`src/rtl/icache_refill_ctrl_if.sv`:
```
// icache_refill_ctrl_if
//   Bundles every signal of the I-cache refill controller except clock and reset:
//   the I-cache request port, the data-array fill port and the AXI4 AR/R read
//   channels.
//
//   Modports:
//     master : the refill controller (drives req_ready, fill_*, done, err,
//              AR channel and rready)
//     slave  : the environment (I-cache and AXI slave side)
//
//   Handshake rule for req, AR and R: a transfer happens on a rising clock edge
//   where valid and ready are both 1. A source that has raised valid holds it and
//   its payload steady until that edge.
interface icache_refill_ctrl_if #(
    parameter int LINE_WORDS = 4
);
    localparam int IW = $clog2(LINE_WORDS);

    // I-cache request
    logic          req_valid;
    logic          req_ready;
    logic [31:0]   req_addr;
    // Data-array fill and completion
    logic          fill_valid;
    logic [IW-1:0] fill_idx;
    logic [31:0]   fill_data;
    logic          done;
    logic          err;
    // AXI AR channel
    logic          arvalid;
    logic          arready;
    logic [31:0]   araddr;
    logic [7:0]    arlen;
    logic [2:0]    arsize;
    logic [1:0]    arburst;
    logic [3:0]    arid;
    // AXI R channel
    logic          rvalid;
    logic          rready;
    logic [31:0]   rdata;
    logic [1:0]    rresp;
    logic          rlast;
    logic [3:0]    rid;

    modport master (
        input  req_valid, req_addr, arready, rvalid, rdata, rresp, rlast, rid,
        output req_ready, fill_valid, fill_idx, fill_data, done, err,
               arvalid, araddr, arlen, arsize, arburst, arid, rready
    );

    modport slave (
        output req_valid, req_addr, arready, rvalid, rdata, rresp, rlast, rid,
        input  req_ready, fill_valid, fill_idx, fill_data, done, err,
               arvalid, araddr, arlen, arsize, arburst, arid, rready
    );
endinterface

```
`src/rtl/icache_refill_ctrl.sv`:
```
// icache_refill_ctrl
//   Fetches one I-cache line over an AXI4 read channel, either as a single INCR
//   burst (BURST_EN=1) or as LINE_WORDS single-beat reads (BURST_EN=0). Each
//   returned word is written into the data array; done pulses with the last
//   fill and err reports whether any beat of the line looked wrong.
//
//   Ports:
//     clock     : system clock
//     reset     : asynchronous, active-high reset
//     bus       : icache_refill_ctrl_if.master (request, fill, AXI AR/R)
//     dbg_state : current FSM state (0 IDLE, 1 AR, 2 R, 3 DONE)
module icache_refill_ctrl #(
    parameter int         LINE_WORDS = 4,
    parameter bit         BURST_EN   = 1'b1,
    parameter logic [3:0] AXI_ID     = 4'd0
) (
    input  logic                        clock,
    input  logic                        reset,
    icache_refill_ctrl_if.master        bus,
    output logic [1:0]                  dbg_state
);
    localparam int            IW        = $clog2(LINE_WORDS);
    localparam int            OFS       = IW + 2;
    localparam logic [IW-1:0] LAST_BEAT = IW'(LINE_WORDS - 1);

    typedef enum logic [1:0] {
        S_IDLE = 2'd0,
        S_AR   = 2'd1,
        S_R    = 2'd2,
        S_DONE = 2'd3
    } state_t;

    state_t        state_q, state_d;
    logic [IW-1:0] beat_q, beat_d;
    logic [31:0]   base_q, base_d;
    logic          err_sticky_q, err_sticky_d;
    logic          req_ready_q, req_ready_d;
    logic          arvalid_q, arvalid_d;
    logic [31:0]   araddr_q, araddr_d;
    logic [7:0]    arlen_q, arlen_d;
    logic [1:0]    arburst_q, arburst_d;
    logic          rready_q, rready_d;
    logic          fill_valid_q, fill_valid_d;
    logic [IW-1:0] fill_idx_q, fill_idx_d;
    logic [31:0]   fill_data_q, fill_data_d;
    logic          done_q, done_d;
    logic          err_q, err_d;

    logic [31:0]   req_base;
    logic [IW-1:0] beat_nxt;
    logic          exp_last;
    logic          beat_err;
    logic          unused_addr_bits;

    // Offset bits inside the line are dropped: the whole line is always fetched.
    assign req_base         = {bus.req_addr[31:OFS], {OFS{1'b0}}};
    assign unused_addr_bits = ^bus.req_addr[OFS-1:0];
    assign beat_nxt         = beat_q + IW'(1);
    // Single-beat reads each end in rlast; a burst ends only on its final beat.
    assign exp_last = BURST_EN ? (beat_q == LAST_BEAT) : 1'b1;
    assign beat_err = (bus.rresp != 2'b00) || (bus.rid != AXI_ID) || (bus.rlast != exp_last);

    always_comb begin
        state_d      = state_q;
        beat_d       = beat_q;
        base_d       = base_q;
        err_sticky_d = err_sticky_q;
        req_ready_d  = req_ready_q;
        arvalid_d    = arvalid_q;
        araddr_d     = araddr_q;
        arlen_d      = arlen_q;
        arburst_d    = arburst_q;
        rready_d     = rready_q;
        fill_valid_d = 1'b0;
        fill_idx_d   = fill_idx_q;
        fill_data_d  = fill_data_q;
        done_d       = 1'b0;
        err_d        = 1'b0;

        case (state_q)
            S_IDLE: begin
                if (bus.req_valid && req_ready_q) begin
                    base_d       = req_base;
                    beat_d       = '0;
                    err_sticky_d = 1'b0;
                    req_ready_d  = 1'b0;
                    arvalid_d    = 1'b1;
                    araddr_d     = req_base;
                    arlen_d      = BURST_EN ? 8'(LINE_WORDS - 1) : 8'd0;
                    arburst_d    = 2'b01;
                    state_d      = S_AR;
                end
            end
            S_AR: begin
                if (bus.arready) begin
                    arvalid_d = 1'b0;
                    rready_d  = 1'b1;
                    state_d   = S_R;
                end
            end
            S_R: begin
                if (bus.rvalid) begin
                    fill_valid_d = 1'b1;
                    fill_idx_d   = beat_q;
                    fill_data_d  = bus.rdata;
                    err_sticky_d = err_sticky_q | beat_err;
                    beat_d       = beat_nxt;
                    // Beats are counted; rlast is only checked, never trusted.
                    if (beat_q == LAST_BEAT) begin
                        rready_d = 1'b0;
                        done_d   = 1'b1;
                        err_d    = err_sticky_q | beat_err;
                        state_d  = S_DONE;
                    end else if (!BURST_EN) begin
                        rready_d  = 1'b0;
                        arvalid_d = 1'b1;
                        araddr_d  = base_q + (32'(beat_nxt) << 2);
                        state_d   = S_AR;
                    end
                end
            end
            S_DONE: begin
                req_ready_d = 1'b1;
                state_d     = S_IDLE;
            end
            default: begin
                req_ready_d = 1'b1;
                state_d     = S_IDLE;
            end
        endcase
    end

    always_ff @(posedge clock or posedge reset) begin
        if (reset) begin
            state_q      <= S_IDLE;
            beat_q       <= '0;
            base_q       <= '0;
            err_sticky_q <= 1'b0;
            req_ready_q  <= 1'b1;
            arvalid_q    <= 1'b0;
            araddr_q     <= '0;
            arlen_q      <= '0;
            arburst_q    <= '0;
            rready_q     <= 1'b0;
            fill_valid_q <= 1'b0;
            fill_idx_q   <= '0;
            fill_data_q  <= '0;
            done_q       <= 1'b0;
            err_q        <= 1'b0;
        end else begin
            state_q      <= state_d;
            beat_q       <= beat_d;
            base_q       <= base_d;
            err_sticky_q <= err_sticky_d;
            req_ready_q  <= req_ready_d;
            arvalid_q    <= arvalid_d;
            araddr_q     <= araddr_d;
            arlen_q      <= arlen_d;
            arburst_q    <= arburst_d;
            rready_q     <= rready_d;
            fill_valid_q <= fill_valid_d;
            fill_idx_q   <= fill_idx_d;
            fill_data_q  <= fill_data_d;
            done_q       <= done_d;
            err_q        <= err_d;
        end
    end

    assign bus.req_ready  = req_ready_q;
    assign bus.fill_valid = fill_valid_q;
    assign bus.fill_idx   = fill_idx_q;
    assign bus.fill_data  = fill_data_q;
    assign bus.done       = done_q;
    assign bus.err        = err_q;
    assign bus.arvalid    = arvalid_q;
    assign bus.araddr     = araddr_q;
    assign bus.arlen      = arlen_q;
    assign bus.arsize     = 3'b010;
    assign bus.arburst    = arburst_q;
    assign bus.arid       = AXI_ID;
    assign bus.rready     = rready_q;
    assign dbg_state      = state_q;
endmodule

```
`src/flat_wrapper.sv`:
```
// flat-port wrapper written by rule: the top's interface ports become plain ports
module icache_refill_ctrl_flat 
#(
    parameter int         LINE_WORDS = 4,
    parameter bit         BURST_EN   = 1'b1,
    parameter logic [3:0] AXI_ID     = 4'd0
)
  (clock, reset, dbg_state, bus_req_valid, bus_req_addr, bus_arready, bus_rvalid, bus_rdata, bus_rresp, bus_rlast, bus_rid, bus_req_ready, bus_fill_valid, bus_fill_idx, bus_fill_data, bus_done, bus_err, bus_arvalid, bus_araddr, bus_arlen, bus_arsize, bus_arburst, bus_arid, bus_rready);
  icache_refill_ctrl_if #(.LINE_WORDS(LINE_WORDS)) bus_i ();
  input  logic clock;
  input  logic reset;
  output logic [1:0] dbg_state;
  input wire logic [$bits(bus_i.req_valid)-1:0] bus_req_valid;
  input wire logic [$bits(bus_i.req_addr)-1:0] bus_req_addr;
  input wire logic [$bits(bus_i.arready)-1:0] bus_arready;
  input wire logic [$bits(bus_i.rvalid)-1:0] bus_rvalid;
  input wire logic [$bits(bus_i.rdata)-1:0] bus_rdata;
  input wire logic [$bits(bus_i.rresp)-1:0] bus_rresp;
  input wire logic [$bits(bus_i.rlast)-1:0] bus_rlast;
  input wire logic [$bits(bus_i.rid)-1:0] bus_rid;
  output wire logic [$bits(bus_i.req_ready)-1:0] bus_req_ready;
  output wire logic [$bits(bus_i.fill_valid)-1:0] bus_fill_valid;
  output wire logic [$bits(bus_i.fill_idx)-1:0] bus_fill_idx;
  output wire logic [$bits(bus_i.fill_data)-1:0] bus_fill_data;
  output wire logic [$bits(bus_i.done)-1:0] bus_done;
  output wire logic [$bits(bus_i.err)-1:0] bus_err;
  output wire logic [$bits(bus_i.arvalid)-1:0] bus_arvalid;
  output wire logic [$bits(bus_i.araddr)-1:0] bus_araddr;
  output wire logic [$bits(bus_i.arlen)-1:0] bus_arlen;
  output wire logic [$bits(bus_i.arsize)-1:0] bus_arsize;
  output wire logic [$bits(bus_i.arburst)-1:0] bus_arburst;
  output wire logic [$bits(bus_i.arid)-1:0] bus_arid;
  output wire logic [$bits(bus_i.rready)-1:0] bus_rready;
  assign bus_i.req_valid = bus_req_valid;
  assign bus_i.req_addr = bus_req_addr;
  assign bus_i.arready = bus_arready;
  assign bus_i.rvalid = bus_rvalid;
  assign bus_i.rdata = bus_rdata;
  assign bus_i.rresp = bus_rresp;
  assign bus_i.rlast = bus_rlast;
  assign bus_i.rid = bus_rid;
  assign bus_req_ready = bus_i.req_ready;
  assign bus_fill_valid = bus_i.fill_valid;
  assign bus_fill_idx = bus_i.fill_idx;
  assign bus_fill_data = bus_i.fill_data;
  assign bus_done = bus_i.done;
  assign bus_err = bus_i.err;
  assign bus_arvalid = bus_i.arvalid;
  assign bus_araddr = bus_i.araddr;
  assign bus_arlen = bus_i.arlen;
  assign bus_arsize = bus_i.arsize;
  assign bus_arburst = bus_i.arburst;
  assign bus_arid = bus_i.arid;
  assign bus_rready = bus_i.rready;
  icache_refill_ctrl #(.LINE_WORDS(LINE_WORDS), .BURST_EN(BURST_EN), .AXI_ID(AXI_ID)) u_core (.clock(clock), .reset(reset), .bus(bus_i), .dbg_state(dbg_state));
endmodule
```
`config.mk`:
```
export PLATFORM = sky130hd
export DESIGN_NAME = icache_refill_ctrl_flat
export DESIGN_NICKNAME = d
export VERILOG_FILES = /design/src/rtl/icache_refill_ctrl_if.sv /design/src/rtl/icache_refill_ctrl.sv /design/src/flat_wrapper.sv
export SDC_FILE = /design/constraint.sdc
export NUM_CORES = 1
export LEC_CHECK = 0
export BUFFER_PORTS_ARGS = -buffer_cell sky130_fd_sc_hd__clkbuf_2
export CAP_MARGIN = 5
export CORE_AREA = 2 2 86 88
export CTS_BUF_LIST = sky130_fd_sc_hd__clkbuf_4 sky130_fd_sc_hd__clkbuf_8
export CTS_CLUSTER_DIAMETER = 50
export CTS_CLUSTER_SIZE = 24
export DETAILED_ROUTE_END_ITERATION = 8
export DIE_AREA = 0 0 88 90
export MAX_ROUTING_LAYER = met4
export PLACE_DENSITY = 0.8
export SYNTH_ARGS = -nofsm -noshare
export SYNTH_HDL_FRONTEND = slang
export SYNTH_SLANG_ARGS = --single-unit
export TNS_END_PERCENT = 30
```
`constraint.sdc`:
```
create_clock -name clock -period 2.65 [get_ports clock]
set_clock_uncertainty 0.1 [all_clocks]
set_input_delay 0 -clock clock [delete_from_list [all_inputs] [get_ports clock]]
set_output_delay 0 -clock clock [all_outputs]
set_load 0.05 [all_outputs]
```
==> flow_metrics.env, run 1 <==
export IMPL_status="finished clean"
export IMPL_clk_insertion_delay_late_ns=0.34
export IMPL_synth_top_area_share_pct=58.14
export IMPL_p_leak_nw=2.405
export IMPL_htree_levels=3
export IMPL_critPathMaxFanout=34
export IMPL_holdWs_ns=0.04344
export IMPL_tightest_slew_ns=0.7901
export IMPL_slew_violations=0
export IMPL_r2r_start="u_core.dbg_state[0]$_DFFE_PP0P_"
export IMPL_drive_above_1_share_pct=48.72
export IMPL_area_delta_synth_final_pct=50.42
export IMPL_synth_edf_count=0
export IMPL_synth_main_ff_cell="dfrtp_1"
export IMPL_min_delay_start="bus_rid[2]"
export IMPL_max_stage_delay_ns=0.57
export IMPL_max_slew_margin_pct=47.27
export IMPL_port_buffers=144
export IMPL_r2r_setup_slack_ns=0.29
export IMPL_synth_xor_area_share_pct=0.2788
export IMPL_synthesis_area_per_instance_um2=14.68
export IMPL_clk_pin_slew_worst_paths_ns=0.08
export IMPL_synth_seq_cells=74
export IMPL_drt_first_pass_iters=6
export IMPL_worst_r2r_cell_count=7
export IMPL_place_area_um2=3855
export IMPL_num_fill_cells=503
export IMPL_synth_top_area_cell="dfrtp_1"
export IMPL_clock_sinks=74
export IMPL_final_util_pct=67.31
export IMPL_holdPathEnd="u_core.err_sticky_q$_DFFE_PP0P_"
export IMPL_wl_per_cell_um=14.11
export IMPL_drt_iter0_markers=56
export IMPL_fin_nets=507
export IMPL_core_um2=7020
export IMPL_start_util_pct=44.75
export IMPL_arrival_ns=2.53
export IMPL_grt_pass1_wl_um=12010
export IMPL_yosysSeqAreaShare_pct=58.98
export IMPL_layout_commonest_cell="clkbuf_2"
export IMPL_antenna_found_initial=0
export IMPL_period_minus_slack_ns=2.358
export IMPL_mappedNetlistArea_um2=3142
export IMPL_crit_required_ns=2.83
export IMPL_timing_rr_end="u_core.bus.err$_DFF_PP0_"
export IMPL_hpwlAfterDp_um=4671
export IMPL_synth_top_family_by_area="multiplexers"
export IMPL_rsz0062_at_grt="no"
export IMPL_grt_max_degree=41
export IMPL_grt_ovfl_total=0
export IMPL_start_kind="flop"
export IMPL_clockRootBuffer="clkbuf_8"
export IMPL_synth_adder_area_share_pct=1.991
export IMPL_drcViolationCount=0
export IMPL_setup_viol=0
export IMPL_max_cap_viol_count=0
export IMPL_muxShareOfSynthArea_pct=23.42
export IMPL_rows=31
export IMPL_fin_cells=530
export IMPL_clock_fmax_mhz=424.1
export IMPL_end_kind="flop"
export IMPL_worstPathCellList="inv_1 > ha_1 > nand2_2 > inv_6 > nand2_1 > a31oi_1 > dlygate4sd3_1"
export IMPL_synthSimpleGateAreaFrac_pct=2.987
export IMPL_mostFrequentLayoutCells="clkbuf_2 (144), dfrtp_1 (73), dlygate4sd3_1 (66), mux2_2 (32), mux2_1 (20)"
export IMPL_grt_pass1_vias=2614
export IMPL_yosys_cell_types_count=33
export IMPL_hp_class="in -> reg"
export IMPL_netlist_top_cells_area="dfrtp_1 (58%), mux2_2 (11%), mux2_1 (7.2%)"
export IMPL_ys_warnings_count=0
export IMPL_die_w_um=88
export IMPL_synth_compound_area_share_pct=4.221
export IMPL_die_area_um2=7920
export IMPL_viasPerCell=4.485
export IMPL_synthArstFlopShare_pct=100.0
export IMPL_critical_path_class="reg -> reg"
export IMPL_hold_violations=0
export IMPL_pin_count=167
export IMPL_p_per_area_nw_per_um2=1386
export IMPL_num_vias=2377
export IMPL_cts_buffers=9
export IMPL_clockBufferDepth=2
export IMPL_cpMaxStageDelayCell="dlygate4sd3_1"
export IMPL_post_cts_buffers=0
export IMPL_holdPathStages=4
export IMPL_detail_route_antenna_nets=0
export IMPL_dpl_cell_count=448
export IMPL_peakVddDrop_mv=0.6820
export IMPL_die_height_um=90
export IMPL_final_period_utilization_pct=88.98
export IMPL_cts_tree="done"
export IMPL_diodes=0
export IMPL_postSynthCellCount=214
export IMPL_routed_wl_um=7478
export IMPL_tns_ns=0
export IMPL_design_area_um2=4726
export IMPL_finalWeightedCongestion=0.7591
export IMPL_gr_usage_all_layers_pct=20.13
==> metrics by stage <==
| step | worst slack, ns | power (W) |
|---|---|---|
| floorplan | 0.6280 | 0.004828 |
| global placement | 0.4646 | 0.005484 |
| detailed placement | 0.3781 | 0.005585 |
| CTS | 0.2109 | 0.006578 |
| global route | 0.09097 | 0.006889 |
| finish | 0.2921 | 0.006549 |
==> synthesized netlist by cell type (2+ instances only) <==
cell	n
mux2_2	32
buf_6	5
mux2_4	10
inv_1	8
mux2_1	20
nand2b_1	4
a22o_1	3
o21ai_0	3
a31oi_1	3
a21oi_1	2
ha_1	5
nand2_1	5
conb_1	2
dfrtp_1	73
buf_4	20
nor2b_1	2
==> critical path: cells and delay by family (launching register included) <==
kind / cells / cell delay, ns
buffers and inverters: 3 / 0.96
DFF: 1 / 0.42
adders and majority gates: 1 / 0.33
and+or+nand+nor: 2 / 0.32
AOI/OAI and AO/OA: 1 / 0.17
==> worst max-delay path by stage <==
| stage | start | end | slack, ns | depth (start not counted) |
|---|---|---|---|---|
| after floorplan | u_core.dbg_state[0]$_DFFE_PP0P_ | u_core.dbg_state[1]$_DFFE_PP0P_ | 0.63 | 5 |
| after global placement | u_core.dbg_state[0]$_DFFE_PP0P_ | u_core.bus.araddr[4]$_DFFE_PP0P_ | 0.46 | 4 |
| after detailed placement | u_core.dbg_state[0]$_DFFE_PP0P_ | u_core.bus.araddr[23]$_DFFE_PP0P_ | 0.38 | 4 |
| after CTS | u_core.dbg_state[0]$_DFFE_PP0P_ | u_core.bus.err$_DFF_PP0_ | 0.21 | 7 |
| after global routing | u_core.dbg_state[0]$_DFFE_PP0P_ | u_core.bus.err$_DFF_PP0_ | 0.09 | 7 |
| final | u_core.dbg_state[0]$_DFFE_PP0P_ | u_core.bus.err$_DFF_PP0_ | 0.29 | 7 |
==> routing by layer <==
metal  track usage [%]  share of wire, %  wire length [um]  vias to the layer above
met2             36.05                55              4098                      108
met1             20.68                37              2788                     1129
met4             7.949               1.9               144                        0
met3             4.867               6.0               445                       18
met5                 -                 0                 0                        -
li1                  -                 -                 -                     1122
==> where the power goes <==
group,internal [W],switching [W]
Combinational,0.00105,0.00261
Sequential,0.00168,0.000310
Clock,0.000498,0.000402
Total,0.00322,0.00333
==> area by class of cell <==
class	count	area, um^2	area share, %
clock buffer	12	158.9	3.362
clock inverter	4	48.80	1.033
inverter	9	38.79	0.8208
multi-input combinational	121	1101	23.30
sequential	74	1853	39.21
tap	99	123.9	2.621
timing repair buffer	211	1401	29.65
==> cells by family after synthesis <==
family	count (synthesis)
muxes	62
DFF	74
adders and majority gates	5
xor gates and xnor gates	1
AOI/OAI and AO/OA	18
buffers and inverters	35
and+or+nand+nor	17
other	2
==> timing repair <==
action | CTS | global route
gates resized for setup | 0 | 1
hold endpoints to repair | 100 | 0
endpoints found under the setup margin | 0 | 1
hold buffers | 66 | 0
==> registers in the layout, summed over array words and instances (netlist names) <==
| signal | flops |
|---|---|
| u_core.bus.fill_data | 32 |
| u_core.bus.req_ready | 1 |
| u_core.bus.arvalid | 1 |
| u_core.bus.rready | 1 |
| u_core.dbg_state | 2 |
| u_core.bus.err | 1 |
| u_core.err_sticky_q | 1 |
| u_core.bus.fill_idx | 2 |
| u_core.bus.fill_valid | 1 |
| u_core.bus.done | 1 |
| u_core.bus.arlen | 1 |
| u_core.beat_q | 2 |
| u_core.bus.araddr | 28 |
Power figures use the tool's default switching activity.
==> inputs of run 2 (changes only) <==
CORE_AREA = 2 2 99 77   (was 2 2 86 88)
DIE_AREA = 0 0 101 79   (was 0 0 88 90)
==> run 2 against run 1 <==
  * Cell area up 0.26%
  * Critical path depth stayed put
  * Worst setup slack worse by 0.057 ns
  * Register-to-register slack got worse by 0.06 ns
  * Largest power group unchanged
==> flow_metrics.env, run 2 (same netlist as run 1, synthesis figures left out) <==
export IMPL_status="finished clean"
export IMPL_mostFrequentLayoutCells="clkbuf_2 (144), dfrtp_1 (73), dlygate4sd3_1 (66), mux2_2 (32), mux2_1 (20)"
export IMPL_max_slew_margin_pct=47.97
export IMPL_fin_nets=508
export IMPL_num_vias=2375
export IMPL_cp_top_family="buffers and inverters"
export IMPL_clockRootBuffer="clkbuf_8"
export IMPL_area_sequential_um2=1853
export IMPL_holdWs_ns=0.03158
export IMPL_p_per_area_nw_per_um2=1404
export IMPL_place_area_um2=3835
export IMPL_hold_violations=0
export IMPL_setup_viol=0
export IMPL_clock_sinks=74
export IMPL_worst_path_stages=7
export IMPL_die_area_um2=7979
export IMPL_seq_power_share_pct=29.8
export IMPL_rows=27
export IMPL_clk_pin_slew_worst_paths_ns=0.07
export IMPL_die_height_um=79
export IMPL_die_w_um=101
export IMPL_grt_pass1_wl_um=11470
export IMPL_cts_tree="done"
export IMPL_power_switching_w=0.003324
export IMPL_start_util_pct=44.29
export IMPL_dpl_cell_count=437
export IMPL_gr_usage_all_layers_pct=19.15
export IMPL_drt_iter0_markers=31
export IMPL_clk_insertion_delay_late_ns=0.34
export IMPL_min_delay_start="bus_rid[2]"
export IMPL_combPwrFrac_pct=55.1
export IMPL_wl_per_cell_um=13.96
export IMPL_max_stage_delay_ns=0.58
export IMPL_largest_reg_flops=32
export IMPL_power_w=0.006655
export IMPL_worstPathCellList="inv_1 > ha_1 > nand2_2 > inv_8 > nand2_1 > a31oi_1 > dlygate4sd3_1"
export IMPL_arrival_ns=2.59
export IMPL_num_fill_cells=544
export IMPL_p_leak_nw=2.416
export IMPL_final_period_utilization_pct=91.13
export IMPL_core_um2=7094
export IMPL_cpMaxStageDelayCell="dlygate4sd3_1"
export IMPL_end_kind="flop"
export IMPL_power_internal_w=0.003330
export IMPL_htree_levels=3
export IMPL_critPathBufInv=3
export IMPL_port_buffers=144
export IMPL_grt_ovfl_total=0
export IMPL_drcViolationCount=0
export IMPL_clockBufferDepth=2
export IMPL_design_area_um2=4738
export IMPL_clock_fmax_mhz=414.1
export IMPL_rsz0062_at_grt="no"
export IMPL_grt_max_degree=35
export IMPL_fin_cells=519
export IMPL_tightest_slew_ns=0.7795
export IMPL_drive_above_1_share_pct=48.84
export IMPL_peakVddDrop_mv=0.8533
export IMPL_area_delta_synth_final_pct=50.82
export IMPL_drt_first_pass_iters=4
export IMPL_detail_route_antenna_nets=0
export IMPL_pin_count=167
export IMPL_max_cap_viol_count=0
export IMPL_finalWeightedCongestion=0.7424
export IMPL_r2r_start="u_core.dbg_state[0]$_DFFE_PP0P_"
export IMPL_slew_violations=0
export IMPL_antenna_found_initial=0
export IMPL_crit_required_ns=2.83
export IMPL_start_kind="flop"
export IMPL_post_cts_buffers=0
export IMPL_startpoint="u_core.dbg_state[0]$_DFFE_PP0P_"
export IMPL_critical_path_class="reg -> reg"
export IMPL_hpwlAfterDp_um=4652
export IMPL_layout_commonest_cell="clkbuf_2"
export IMPL_holdPathStages=4
export IMPL_swShare_pct=49.96
export IMPL_routed_wl_um=7246
export IMPL_period_minus_slack_ns=2.415
export IMPL_p_clk_share_pct=15.1
export IMPL_viasPerCell=4.576
export IMPL_tns_ns=0
export IMPL_cts_buffers=9
export IMPL_worst_r2r_cell_count=7
export IMPL_multi_input_comb_area_um2=1101
export IMPL_hp_class="in -> reg"
export IMPL_grt_pass1_vias=2472
export IMPL_diodes=0
export IMPL_critPathMaxFanout=34
-- run 2: cell types whose count changed in the layout (fill, tap and decap cells not counted) --
cell	change
clkinvlp_4	+1
inv_6	-2
clkbuf_8	+1
buf_4	+2
clkbuf_4	-1
inv_8	+1
buf_12	-1
bufinv_16	+1
clkinv_2	-1
-- run 2: cell type report --
class                           instances  area share, %
Sequential cell                        74          39.11
Inverter                                9         0.8714
Multi-Input combinational cell        121          23.24
Clock buffer                           12          3.486
Tap cell                               87          2.297
Clock inverter                          4          1.532
Timing Repair Buffer                  212          29.47
-- run 2: routing by layer --
layer	global-route usage (%)	routed length [um]	vias to the layer above
met1	19.86	2895	1145
met5	-	0	-
li1	-	-	1122
met4	7.838	174	0
met3	4.665	435	18
met2	34.87	3741	90
-- run 2: power by group through the flow --
stage / logic [W] / clock network [W] / registers, W
global placement: 0.00352 / 0 / 0.00196
detailed placement: 0.00358 / 0 / 0.00200
floorplan: 0.00103 / 0 / 0.00380
CTS: 0.00368 / 0.00104 / 0.00198
global route: 0.00385 / 0.00109 / 0.00205
finish: 0.00367 / 0.00101 / 0.00198
-- run 2: worst min-delay path, delay by kind of cell --
| kind | cells | cell delay [ns] |
|---|---|---|
| buffers and inverters | 1 | 0.08 |
| AND/OR/NAND/NOR | 2 | 0.11 |
| AO/OA/AOI/OAI | 1 | 0.25 |
-- run 2: what timing repair did --
action | 4_1_cts | 5_1_grt
hold endpoints to repair | 95 | 0
setup endpoints to repair | 0 | 1
hold buffers | 66 | 0
resized for setup | 0 | 2
-- run 2: path summary, 6_finish.rpt --
kind / slack (ns) / to
max: 0.24 / u_core.bus.err$_DFF_PP0_
min: 0.03 / u_core.err_sticky_q$_DFFE_PP0P_
max reg2reg: 0.24 / u_core.bus.err$_DFF_PP0_
min reg2reg: 0.39 / u_core.bus.fill_data[26]$_DFFE_PP0P_
max in group asynchronous: 1.47 / u_core.bus.araddr[29]$_DFFE_PP0P_
min in group asynchronous: 0.21 / u_core.bus.araddr[22]$_DFFE_PP0P_
-- run 2: through the flow --
stage	util [%]	setup WS, ns
finish	66.79	0.2350
global placement	54.06	0.4692
CTS	66.72	0.1153
floorplan	-	0.6280
detailed placement	54.06	0.3711
global route	66.79	0.05199
